--- src/rtl/sec_display_if.sv ---
// Bus between the seconds counter and the seven-segment scan driver.
// master: seconds-counter side, drives secs and observes the display.
// slave:  the sec_display block.
interface sec_display_if;
  logic [16:0] secs;
  logic [7:0]  an;
  logic [6:0]  seg;
  logic        dp;
  logic        busy;

  modport master (output secs, input an, seg, dp, busy);
  modport slave  (input secs, output an, seg, dp, busy);
endinterface

--- src/rtl/sec_display.sv ---
// sec_display: converts a 17-bit binary seconds value to six BCD digits with
// a shift-and-add-3 FSM and time-multiplexes them onto an 8-digit
// seven-segment display (active-low anodes and segments).
// Optional feature macro: SEC_DISPLAY_BLANK_EN -- blank leading zero digits
// above the most significant nonzero digit (digit 0 always shown).
module sec_display #(
  parameter int unsigned SCAN_DIV = 100000
) (
  input  logic         clk,
  input  logic         reset,
  sec_display_if.slave bus
);

  localparam int unsigned PW = (SCAN_DIV > 1) ? $clog2(SCAN_DIV) : 1;

  typedef enum logic [1:0] {IDLE, SHIFT, LOAD} state_t;

  state_t        r_state;
  logic [16:0]   r_bin;
  logic [16:0]   r_last;
  logic [23:0]   r_bcd;
  logic [23:0]   r_disp;
  logic [4:0]    r_bitcnt;
  logic          r_busy;

  logic [PW-1:0] r_pre;
  logic [2:0]    r_idx;
  logic [7:0]    r_an;
  logic [6:0]    r_seg;

  logic [23:0]   w_bcd_adj;
  logic          w_wrap;
  logic [2:0]    w_idx_nxt;
  logic [3:0]    w_nib;
  logic          w_blank;
  logic [7:0]    w_an_nxt;
  logic [6:0]    w_seg_nxt;

  // Add-3 correction on every BCD nibble that is 5 or more before the shift
  always_comb begin
    w_bcd_adj = r_bcd;
    for (int unsigned i = 0; i < 6; i++) begin
      if (r_bcd[i*4 +: 4] >= 4'd5)
        w_bcd_adj[i*4 +: 4] = r_bcd[i*4 +: 4] + 4'd3;
    end
  end

  // Conversion FSM: capture on change, 17 shift steps, then one-cycle load
  always_ff @(posedge clk or posedge reset) begin
    if (reset) begin
      r_state  <= IDLE;
      r_busy   <= 1'b0;
      r_last   <= '0;
      r_bin    <= '0;
      r_bcd    <= '0;
      r_bitcnt <= '0;
      r_disp   <= '0;
    end else begin
      case (r_state)
        IDLE: begin
          if (bus.secs != r_last) begin
            r_bin    <= bus.secs;
            r_last   <= bus.secs;
            r_bcd    <= '0;
            r_bitcnt <= '0;
            r_busy   <= 1'b1;
            r_state  <= SHIFT;
          end
        end
        SHIFT: begin
          r_bcd    <= {w_bcd_adj[22:0], r_bin[16]};
          r_bin    <= {r_bin[15:0], 1'b0};
          r_bitcnt <= r_bitcnt + 5'd1;
          if (r_bitcnt == 5'd16)
            r_state <= LOAD;
        end
        LOAD: begin
          // all six digits move together so a scan slot never sees a mix
          r_disp  <= r_bcd;
          r_busy  <= 1'b0;
          r_state <= IDLE;
        end
        default: begin
          r_busy  <= 1'b0;
          r_state <= IDLE;
        end
      endcase
    end
  end

  // Next digit index, selected nibble and leading-zero blanking
  always_comb begin
    w_wrap    = (r_pre == PW'(SCAN_DIV - 1));
    w_idx_nxt = r_idx;
    if (w_wrap)
      w_idx_nxt = (r_idx == 3'd5) ? 3'd0 : r_idx + 3'd1;
    case (w_idx_nxt)
      3'd0:    w_nib = r_disp[3:0];
      3'd1:    w_nib = r_disp[7:4];
      3'd2:    w_nib = r_disp[11:8];
      3'd3:    w_nib = r_disp[15:12];
      3'd4:    w_nib = r_disp[19:16];
      3'd5:    w_nib = r_disp[23:20];
      default: w_nib = 4'hF;
    endcase
`ifdef SEC_DISPLAY_BLANK_EN
    w_blank = (w_idx_nxt != 3'd0) && ((r_disp >> {w_idx_nxt, 2'b00}) == 24'd0);
`else
    w_blank = 1'b0;
`endif
  end

  // Anode and segment decode for the slot that becomes active on this edge
  always_comb begin
    w_an_nxt = w_blank ? 8'hFF : ~(8'd1 << w_idx_nxt);
    case (w_nib)
      4'd0:    w_seg_nxt = 7'b1000000;
      4'd1:    w_seg_nxt = 7'b1111001;
      4'd2:    w_seg_nxt = 7'b0100100;
      4'd3:    w_seg_nxt = 7'b0110000;
      4'd4:    w_seg_nxt = 7'b0011001;
      4'd5:    w_seg_nxt = 7'b0010010;
      4'd6:    w_seg_nxt = 7'b0000010;
      4'd7:    w_seg_nxt = 7'b1111000;
      4'd8:    w_seg_nxt = 7'b0000000;
      4'd9:    w_seg_nxt = 7'b0010000;
      default: w_seg_nxt = 7'b1111111;
    endcase
    if (w_blank)
      w_seg_nxt = 7'b1111111;
  end

  // Scan prescaler, digit index and registered an/seg; an/seg are decoded
  // from the next index so they switch on the same edge as the index
  always_ff @(posedge clk or posedge reset) begin
    if (reset) begin
      r_pre <= '0;
      r_idx <= '0;
      r_an  <= 8'hFF;
      r_seg <= 7'h7F;
    end else begin
      r_pre <= w_wrap ? '0 : r_pre + PW'(1);
      r_idx <= w_idx_nxt;
      r_an  <= w_an_nxt;
      r_seg <= w_seg_nxt;
    end
  end

  assign bus.an   = r_an;
  assign bus.seg  = r_seg;
  assign bus.dp   = 1'b1;
  assign bus.busy = r_busy;

endmodule

--- src/flat_wrapper.sv ---
// flat-port wrapper written by rule: the top's interface ports become plain ports
module sec_display_flat 
#(
  parameter int unsigned SCAN_DIV = 100000
)
  (clk, reset, bus_secs, bus_an, bus_seg, bus_dp, bus_busy);
  sec_display_if bus_i ();
  input  logic clk;
  input  logic reset;
  input wire logic [$bits(bus_i.secs)-1:0] bus_secs;
  output wire logic [$bits(bus_i.an)-1:0] bus_an;
  output wire logic [$bits(bus_i.seg)-1:0] bus_seg;
  output wire logic [$bits(bus_i.dp)-1:0] bus_dp;
  output wire logic [$bits(bus_i.busy)-1:0] bus_busy;
  assign bus_i.secs = bus_secs;
  assign bus_an = bus_i.an;
  assign bus_seg = bus_i.seg;
  assign bus_dp = bus_i.dp;
  assign bus_busy = bus_i.busy;
  sec_display #(.SCAN_DIV(SCAN_DIV)) u_core (.clk(clk), .reset(reset), .bus(bus_i));
endmodule
--- config.mk ---
export PLATFORM = sky130hd
export DESIGN_NAME = sec_display_flat
export DESIGN_NICKNAME = d
export VERILOG_FILES = /design/src/rtl/sec_display_if.sv /design/src/rtl/sec_display.sv /design/src/flat_wrapper.sv
export SDC_FILE = /design/constraint.sdc
export NUM_CORES = 1
export LEC_CHECK = 0
export ABC_AREA = 0
export BUFFER_PORTS_ARGS = -buffer_cell sky130_fd_sc_hd__buf_2
export CAP_MARGIN = 40
export CORE_MARGIN = 4
export CORE_UTILIZATION = 61
export CTS_CLUSTER_SIZE = 12
export DETAILED_ROUTE_END_ITERATION = 8
export GPL_ROUTABILITY_DRIVEN = 0
export PLACE_DENSITY = 0.77
export SYNTH_ARGS = -nofsm -noshare
export SYNTH_HDL_FRONTEND = slang
export SYNTH_SLANG_ARGS = --single-unit
--- constraint.sdc ---
create_clock -name clk -period 4.4 [get_ports clk]
set_clock_uncertainty 0.05 [all_clocks]
set_input_delay 0.44 -clock clk [delete_from_list [all_inputs] [get_ports clk]]
set_output_delay 0.44 -clock clk [all_outputs]
set_load 0.05 [all_outputs]
==> results.toml <==
[global_routing]
grt_usage_pct = 24.3
antenna_found_initial = 0
first_global_vias = 4612
grt_pass1_wl_mm = 22.0
grt_max_degree = 64
grt-ovfl-total = 0

[setup_path]
critPathSlowestCell = "nand4_1"
cpPeakStageDelay_ns = 0.46
critPathLaunchType = "flop"
crit_path_max_fanout = 12
crit_type = "flop to flop"
worstSetupEndpointType = "flop"
cp.required_ns = 4.79
worstPathCellList = "ha_1, and4_1, nand4_1, mux2_2, a211o_1, a211oi_2, inv_1, ha_1, o32a_1"
cp.arrival_ns = 3.69
worst_path_most_repeated_cell = "ha_1"

[yosys]
yosys_most_used_dff = "dfrtp_1"
yosysSeqAreaShare_pct = 51.3
syn-instance-count = 608
ys_warn_count = 0
yosysUniqueCellTypes = 60
synth_edf_count = 0
synth_area_um2 = 6140
syn-num-nets = 645
synth_seq_cells = 125
async_flop_share_pct = 100
avgSynthCellArea_um2 = 10.1

[sta]
slew_violations = 0
setup_viol_count_final = 0
worst_slack_ns = 1.10
post-route-period-util_pct = 74.9
fin_hold_ws_ns = 0.0151
tightest_slew_ns = 0.765
maxSlewHeadroom_pct = 49.0
hold_viol = 0
fmax_mhz = 303
rsz0062_at_grt = "no"
setup_tns_ns = 0
finalCriticalPeriod_ns = 3.30

[place]
place_ws_ns = 1.16
placed_area_um2 = 6450
portBuffers = 34
dp_hpwl_mm = 8.46

[job]
max-cap-violations = 0

[power_and_ir_drop]
p_leak_nw = 3.20
finalPower_mw = 4.93
vdd_drop_max_v = 0.000496
p_per_area_nw_per_um2 = 702

[route]
routedWlPerCell_um = 16.4
drtAntennaViolNets = 0
wl_mm = 12.9
vias_per_cell = 5.84
drt_iter0_drc = 331
drc = 0
num_vias = 4579
firstDrtPassIters = 5

[cts]
path_clk_slew_ns = 0.06
cts.repair.resized = 0
clk_latency_ns = 0.52
cts_buffers = 17
cts_tree = "built"
cts_setup_buffers = 0
clockBufferDepth = 2
cts_root_buf = "clkbuf_8"
cts_hold_buf = 0
cts_num_sinks = 125
cts_max_level = 4

[floorplan]
io_pins = 36
coreArea_um2 = 9770
fp.dieW_um = 108
die_y_um = 108
initial_core_util_pct = 62.8
row_count = 36
dieArea_um2 = 11700

[finish]
drive_above_1_share_pct = 19.5
num-nets-final = 678
num_antenna_cells = 0
fin_area_um2 = 7020
area_delta_synth_final_pct = 14.3

[worst_hold_path]
hold_class = "input pin to async pin"

[outcome]
outcome = "finished, final reports clean"
## worst paths after layout
check / endpoint / from / depth (start not counted) / slack (ns)
setup / recovery: u_core.bus.seg[5] / u_core.r_pre[0] / 9 / 1.10
hold / removal: u_core.r_bin[11] / reset / 2 / 0.02
setup reg to reg: u_core.bus.seg[5] / u_core.r_pre[0] / 9 / 1.10
hold reg to reg: u_core.r_bin[0] / u_core.r_bin[0] / 2 / 0.42
max in group asynchronous: u_core.bus.seg[0] / reset / 3 / 3.35
min in group clk: u_core.r_bin[0] / bus_secs[0] / 3 / 0.11
## report_power, final
part | internal, mW | switching [mW]
clock network | 0.877 | 0.460
registers | 1.58 | 0.340
logic | 0.687 | 0.980
total | 3.15 | 1.78
## Yosys cell counts, types with 3 or more instances
| cell | n | area, um^2 |
|---|---|---|
| nand2_1 | 111 | 417 |
| dfrtp_1 | 110 | 2750 |
| nand3_1 | 47 | 235 |
| xnor2_1 | 26 | 228 |
| mux2_2 | 25 | 282 |
| o21ai_0 | 25 | 125 |
| nor2_1 | 22 | 82.6 |
| a21oi_1 | 21 | 105 |
| clkbuf_1 | 21 | 78.8 |
| inv_1 | 20 | 75.1 |
| ha_1 | 18 | 225 |
| dfstp_2 | 15 | 394 |
| nand4_1 | 11 | 68.8 |
| o21ai_1 | 11 | 55.1 |
| xor2_1 | 11 | 96.3 |
| mux2i_1 | 9 | 90.1 |
| nand2b_1 | 8 | 50.1 |
| o31ai_1 | 8 | 60.1 |
| a32o_1 | 6 | 60.1 |
| nor2b_1 | 6 | 37.5 |
| and3_1 | 5 | 31.3 |
| a221o_1 | 4 | 40.0 |
| a22oi_1 | 4 | 30.0 |
| and2_1 | 4 | 25.0 |
| inv_2 | 4 | 15.0 |
| nor3b_1 | 4 | 30.0 |
| a21o_1 | 3 | 22.5 |
| and4_1 | 3 | 26.3 |
| buf_1 | 3 | 11.3 |
| buf_2 | 3 | 15.0 |
| mux2_1 | 3 | 33.8 |
| nor3_1 | 3 | 15.0 |
## worst max-delay path: cells and delay by family (launching register included)
family | cells | cell delay, ns
adders and majority gates | 2 | 0.47
AOI/OAI and AO/OA | 3 | 1.03
muxes | 1 | 0.44
buffers and inverters | 1 | 0.10
and+or+nand+nor | 2 | 0.75
DFF | 1 | 0.39
## registers in the layout (all words and copies together) (netlist names)
| signal | flops |
|---|---|
| u_core.bus.an | 8 |
| u_core.r_disp | 24 |
| u_core.r_bcd | 24 |
| u_core.r_bitcnt | 5 |
| u_core.r_pre | 17 |
| u_core.r_idx | 3 |
| u_core.r_last | 17 |
| u_core.bus.busy | 1 |
| u_core.bus.seg | 7 |
| u_core.r_state | 2 |
| u_core.r_bin | 17 |
## logic make-up after synthesis
kind of cell / count (synthesis) / share of synthesized area (%)
compound gates: 102 / 11.4
buf+inv: 53 / 3.42
other cells: 1 / 0.0611
flops: 125 / 51.3
mux: 37 / 6.60
fa+ha+maj: 18 / 3.67
xor+xnor: 38 / 5.54
simple gates: 234 / 18.0
## layer usage
layer  wire length (um)  share of wire, %  vias up  GRT usage (%)
met1               5680                44     2258           32.2
met2               6380                50      115           38.9
met3                579               4.5       22           6.39
met4                216               1.7        0           8.66
met5                  0                 0        -              0
li1                   -                 -     2184              -
## stage by stage
step / cells / utilization [%]
2_1_floorplan: 608 / -
3_3_place_gp: 753 / 65.7
3_5_place_dp: 755 / 66.0
4_1_cts: 784 / 71.8
5_1_grt: 784 / 71.8
6_report: 784 / 71.8
## layout by cell type, fill, tap and decap left out, drive strengths merged, types with 6 or more instances in the layout
| master | count |
|---|---|
| clkbuf | 21 |
| nand3 | 47 |
| xor2 | 11 |
| nand2 | 111 |
| a32o | 7 |
| nor2b | 6 |
| buf | 43 |
| dfstp | 15 |
| o21ai | 36 |
| xnor2 | 27 |
| a21oi | 21 |
| mux2 | 28 |
| mux2i | 9 |
| nand2b | 8 |
| dfrtp | 110 |
| nand4 | 11 |
| o31ai | 8 |
| nor2 | 23 |
| inv | 24 |
| ha | 18 |
## layout make-up
class	instances	area, um^2
Clock buffer	21	449
Clock inverter	8	118
Fill cell	707	2760
Inverter	24	92.6
Multi-Input combinational cell	430	2790
Sequential cell	125	3150
Tap cell	133	166
Timing Repair Buffer	43	253
Note: power is estimated with default switching activity, not from simulation.
